[src/rtl/alu_ctl_pkg.sv]
// Shared ALU control definitions: opcode constants and multiply-sequencer states.
package alu_ctl_pkg;

  localparam logic [3:0] ALU_OP_ROL = 4'b0000;
  localparam logic [3:0] ALU_OP_ROR = 4'b0001;
  localparam logic [3:0] ALU_OP_SLL = 4'b0010;
  localparam logic [3:0] ALU_OP_SRA = 4'b0011;
  localparam logic [3:0] ALU_OP_SRL = 4'b0100;
  localparam logic [3:0] ALU_OP_ADD = 4'b1000;
  localparam logic [3:0] ALU_OP_XOR = 4'b1010;
  localparam logic [3:0] ALU_OP_AND = 4'b1011;
  localparam logic [3:0] ALU_OP_SCO = 4'b1100;
  localparam logic [3:0] ALU_OP_SLE = 4'b1101;
  localparam logic [3:0] ALU_OP_SLT = 4'b1110;
  localparam logic [3:0] ALU_OP_SEQ = 4'b1111;

  typedef enum logic [1:0] {
    ST_IDLE  = 2'd0,
    ST_ADD   = 2'd1,
    ST_SHIFT = 2'd2,
    ST_DONE  = 2'd3
  } seq_state_e;

endpackage

[src/rtl/alu_mul_seq.sv]
// Radix-2 shift-add multiplier that borrows the shared ALU: ADD accumulates a
// partial product, SLL doubles the multiplicand. Produces the low WIDTH bits of
// a*b and an exact flag for a full product that does not fit in WIDTH bits.
module alu_mul_seq
  import alu_ctl_pkg::*;
#(
  parameter int WIDTH = 16
) (
  input  logic             clk,
  input  logic             rst_n,
  input  logic             start,
  input  logic             flush,
  input  logic [WIDTH-1:0] a,
  input  logic [WIDTH-1:0] b,
  output logic             busy,
  output logic             done,
  output logic [WIDTH-1:0] result,
  output logic             ovf,
  output logic             alu_own,
  output logic [WIDTH-1:0] alu_a,
  output logic [WIDTH-1:0] alu_b,
  output logic [3:0]       alu_op,
  output logic             alu_cin,
  output logic             alu_passthrough,
  output logic             alu_reverse,
  output logic             alu_inva,
  output logic             alu_invb,
  output logic             alu_sign,
  input  logic [WIDTH-1:0] alu_out,
  input  logic             alu_ofl
);

  localparam logic [WIDTH-1:0] ZERO_W = {WIDTH{1'b0}};
  localparam logic [WIDTH-1:0] ONE_W  = {{(WIDTH-1){1'b0}}, 1'b1};

  seq_state_e       state_q, state_d;
  logic [WIDTH-1:0] acc_q, acc_d;
  logic [WIDTH-1:0] mcand_q, mcand_d;
  logic [WIDTH-1:0] mplier_q, mplier_d;
  logic             ovf_r_q, ovf_r_d;
  logic [WIDTH-1:0] result_q, result_d;
  logic             ovf_q, ovf_d;

  // State and datapath registers; reset clears everything including the held result.
  always_ff @(posedge clk or negedge rst_n) begin
    if (!rst_n) begin
      state_q  <= ST_IDLE;
      acc_q    <= ZERO_W;
      mcand_q  <= ZERO_W;
      mplier_q <= ZERO_W;
      ovf_r_q  <= 1'b0;
      result_q <= ZERO_W;
      ovf_q    <= 1'b0;
    end else begin
      state_q  <= state_d;
      acc_q    <= acc_d;
      mcand_q  <= mcand_d;
      mplier_q <= mplier_d;
      ovf_r_q  <= ovf_r_d;
      result_q <= result_d;
      ovf_q    <= ovf_d;
    end
  end

  // Next-state and datapath update; result/ovf are latched on the edge into DONE.
  always_comb begin
    state_d  = state_q;
    acc_d    = acc_q;
    mcand_d  = mcand_q;
    mplier_d = mplier_q;
    ovf_r_d  = ovf_r_q;
    result_d = result_q;
    ovf_d    = ovf_q;

    case (state_q)
      ST_IDLE: begin
        if (start) begin
          mcand_d  = a;
          mplier_d = b;
          acc_d    = ZERO_W;
          ovf_r_d  = 1'b0;
          if (b == ZERO_W) begin
            state_d = ST_DONE;
          end else if (b[0]) begin
            state_d = ST_ADD;
          end else begin
            state_d = ST_SHIFT;
          end
        end else begin
          state_d = ST_IDLE;
        end
      end
      ST_ADD: begin
        acc_d   = alu_out;
        ovf_r_d = ovf_r_q | alu_ofl;
        // No higher multiplier bits left: the trailing shift would be wasted.
        if (mplier_q[WIDTH-1:1] == ZERO_W[WIDTH-1:1]) begin
          state_d = ST_DONE;
        end else begin
          state_d = ST_SHIFT;
        end
      end
      ST_SHIFT: begin
        mcand_d  = alu_out;
        mplier_d = mplier_q >> 1;
        // A multiplicand bit falling off the top only matters if some later
        // multiplier bit would still add it in.
        ovf_r_d  = ovf_r_q | (mcand_q[WIDTH-1] &
                   (mplier_q[WIDTH-1:1] != ZERO_W[WIDTH-1:1]));
        if (mplier_d == ZERO_W) begin
          state_d = ST_DONE;
        end else if (mplier_d[0]) begin
          state_d = ST_ADD;
        end else begin
          state_d = ST_SHIFT;
        end
      end
      ST_DONE: begin
        state_d = ST_IDLE;
      end
      default: begin
        state_d = ST_IDLE;
      end
    endcase

    // Abort wins over every transition and leaves the datapath untouched.
    if (flush) begin
      state_d  = ST_IDLE;
      acc_d    = acc_q;
      mcand_d  = mcand_q;
      mplier_d = mplier_q;
      ovf_r_d  = ovf_r_q;
    end else begin
      state_d = state_d;
    end

    if ((state_d == ST_DONE) && (state_q != ST_DONE)) begin
      result_d = acc_d;
      ovf_d    = ovf_r_d;
    end else begin
      result_d = result_q;
      ovf_d    = ovf_q;
    end
  end

  // ALU operand steering and status flags, decoded from the current state only.
  always_comb begin
    alu_own = 1'b0;
    alu_a   = ZERO_W;
    alu_b   = ZERO_W;
    alu_op  = 4'b0000;
    busy    = (state_q != ST_IDLE);
    done    = (state_q == ST_DONE);
    case (state_q)
      ST_ADD: begin
        alu_own = 1'b1;
        alu_a   = acc_q;
        alu_b   = mcand_q;
        alu_op  = ALU_OP_ADD;
      end
      ST_SHIFT: begin
        alu_own = 1'b1;
        alu_a   = mcand_q;
        alu_b   = ONE_W;
        alu_op  = ALU_OP_SLL;
      end
      default: begin
        alu_own = 1'b0;
      end
    endcase
  end

  assign result          = result_q;
  assign ovf             = ovf_q;
  assign alu_cin         = 1'b0;
  assign alu_passthrough = 1'b0;
  assign alu_reverse     = 1'b0;
  assign alu_inva        = 1'b0;
  assign alu_invb        = 1'b0;
  assign alu_sign        = 1'b0;

endmodule

[config.mk]
export PLATFORM = sky130hd
export DESIGN_NAME = alu_mul_seq
export DESIGN_NICKNAME = d
export VERILOG_FILES = /design/src/rtl/alu_ctl_pkg.sv /design/src/rtl/alu_mul_seq.sv
export SDC_FILE = /design/constraint.sdc
export NUM_CORES = 1
export LEC_CHECK = 0
export CORE_ASPECT_RATIO = 1.5
export CORE_UTILIZATION = 25
export DETAILED_ROUTE_END_ITERATION = 10
export DONT_BUFFER_PORTS = 1
export MAX_ROUTING_LAYER = met4
export PLACE_DENSITY_LB_ADDON = 0.3
export SYNTH_ARGS = -nofsm -noshare
export SYNTH_HDL_FRONTEND = slang
export SYNTH_SLANG_ARGS = --single-unit
[constraint.sdc]
create_clock -name clk -period 2.5 [get_ports clk]
set_input_delay 0.5 -clock clk [delete_from_list [all_inputs] [get_ports clk]]
set_output_delay 0.5 -clock clk [all_outputs]
set_load 0.01 [all_outputs]
==> run metrics <==
run status=complete, no violations; Cell Pwr Density=1100 nW/um2; Final GP Congestion=0.767; Hold Vio Cnt, Final=0; die area=13900 um2; CP max-delay cell=ha_2; initial drt markers=84; synth top area cells=dfrtp_1 50%, mux2i_1 9.2%, a22o_1 8.4%; WS Path Type=flop to output pin; CP max stage delay=0.42 ns; Top Layer Used=met4; share of post-route cells with drive strength above 1=0.193; yosys warns=0; Reg2Reg Launch Point=state_q[0]; multi-input logic area=1540 um2; Fmax achieved=0.423 GHz; ys async rst share=1.00; worst vdd ir=0.283 mV; DP HPWL=6930 um; worst min path class=input pin to async pin; FF/Latch Area=1680 um2; Clock transition at path regs=0.06 ns; Top-Level Pins=115; RSZ-0062 raised after global routing=false; clk root buf=clkbuf_16; ant diodes=0; FP Rows=51; Required @ worst endpoint=2.00 ns; clk buf depth=2; crit start category=flop; post-synth top area share=0.500; final WL=9510 um; post-layout min period=2.36 ns; number of synthesized flops with an enable pin=0; Avg WL per Cell=20.4 um; Post-synth top cells=67 x dfrtp_1, 36 x nor2_1, 32 x a21oi_1, 32 x a22o_1, 31 x mux2i_1; grt total ovfl=0; Pre-antenna DRT Iters=4; worst-margin pin slew=0.810 ns; die width=96.6 um; final core occ=0.298; Slew HR=0.458; CP max FO=11; Setup Buffers After CTS=0; register bit total from synthesis=67; Mapped Cells=300; IO buf count=0; via count=2348; CTS sink count=67; die height=144 um; ys flop type=dfrtp_1; Setup TNS=0 ns; placed instance count=448; crit-path cells=inv_1, ha_2, and2_1, buf_6, a22o_1; largest net degree at the start of global routing=68; Non-Filler Instances=465; first-pass GRT wire length=13600 um; Antenna Nets Post-Route=0; CTS tree=built; final period utilization=0.945; Worst Clk Skew=0.00281 ns; starting density of the core=0.258; Final Max Slew Viols=0; met1 WL=3450 um; Fin Hold WS=0.0471 ns; htree depth=3; area growth from synthesis to layout=15.5%; Yosys cell types=33; average size of a mapped cell=11.2 um2; Yosys top cell by area=dfrtp_1; most frequent cell after synthesis=dfrtp_1; Cell Area, Synth=3360 um2; DR DRC count=0; Final nets=359; filler cell count=1371; Skew-Pair Late Insertion Delay=0.33 ns; Met2 Wirelength=5030 um; P_leak=0.00172 uW; Avg Vias per Cell=5.05; routed length on met3=674 um; total power=4270 uW; Setup violations, final=0; Critical path origin=state_q[0]; initial antenna violation count=0; max cap viols=0; Global Route Usage Sum=0.143; core area=13000 um2; total CTS buffers=9; endpoint class of the critical path=output pin; Worst Path Arrival=1.86 ns; vias in the first global route=2363; register area share after synthesis=0.500
==> critical path: cells and delay by family, from the launching register on <==
kind / cells / cell delay, ns
flip-flops: 1 / 0.40
buffers and inverters: 2 / 0.27
AO/OA/AOI/OAI: 1 / 0.22
adder cells (fa/ha/maj): 1 / 0.42
AND/OR/NAND/NOR: 1 / 0.21
==> final timing paths <==
check                      cells past startpoint  slack, ns         end
hold / removal                                 1       0.05  mcand_q[9]
max in group asynchronous                      1       2.15  mcand_q[4]
setup reg to reg                               8       0.25   result[4]
hold reg to reg                                1       0.54   acc_q[15]
setup / recovery                               5       0.14   alu_a[13]
min in group clk                               1       0.30  state_q[1]
==> power by group <==
part	total [uW]	leakage, uW	internal (uW)	switching, uW
logic	995	0.000754	486	510
clock network	1350	0.000147	869	482
registers	1920	0.000821	1510	418
==> cells by family after synthesis <==
logic type      synth area share
simple gates               0.116
buf+inv                   0.0555
fa+ha+maj                 0.0186
mux                        0.161
other cells              0.00112
flops                      0.500
compound gates             0.149
==> placed cells by master (no fill, tap or decap), types with 8 or more instances in the layout <==
| cell type | Yosys | layout |
|---|---|---|
| a22o_1 | 32 | 32 |
| nor2_1 | 36 | 35 |
| conb_1 | 1 | 8 |
| dfrtp_1 | 67 | 67 |
| and3_1 | 15 | 15 |
| clkbuf_16 | 0 | 9 |
| mux2i_1 | 31 | 31 |
| a21oi_1 | 32 | 32 |
| buf_4 | 9 | 12 |
| mux2_4 | 10 | 10 |
==> per-stage QoR <==
stage	worst slack (ns)	cell area, um2
floorplan	0.251	3380
global placement	0.200	3520
CTS	0.0451	3870
detailed placement	0.123	3520
finish	0.137	3880
global route	0.000613	3880
==> per-layer routing <==
layer / global-route usage / vias up
met5: - / -
met4: 0.0844 / 0
met3: 0.0376 / 19
met2: 0.249 / 96
met1: 0.140 / 1161
li1: - / 1072
==> flip-flops by register name, summed over array words and instances (netlist names) <==
signal    flops
acc_q        16
ovf           1
state_q       2
mcand_q      16
ovf_r_q       1
result       16
mplier_q     15
==> cell type report <==
| type | count | share of cell area |
|---|---|---|
| clock inverters | 7 | 0.0239 |
| inverters | 5 | 0.00484 |
| repair buffers | 14 | 0.0332 |
| flip-flops and latches | 67 | 0.432 |
| well taps | 159 | 0.0513 |
| multi-input cells | 204 | 0.396 |
| clock buffers | 9 | 0.0581 |
==> timing repair <==
action	in CTS	in global routing
gates cloned	0	0
setup endpoints to repair	17	7
hold buffers	1	0
gates resized for setup	2	2
endpoints found under the hold margin	67	0
No activity file was read; power rests on OpenSTA's default activity.
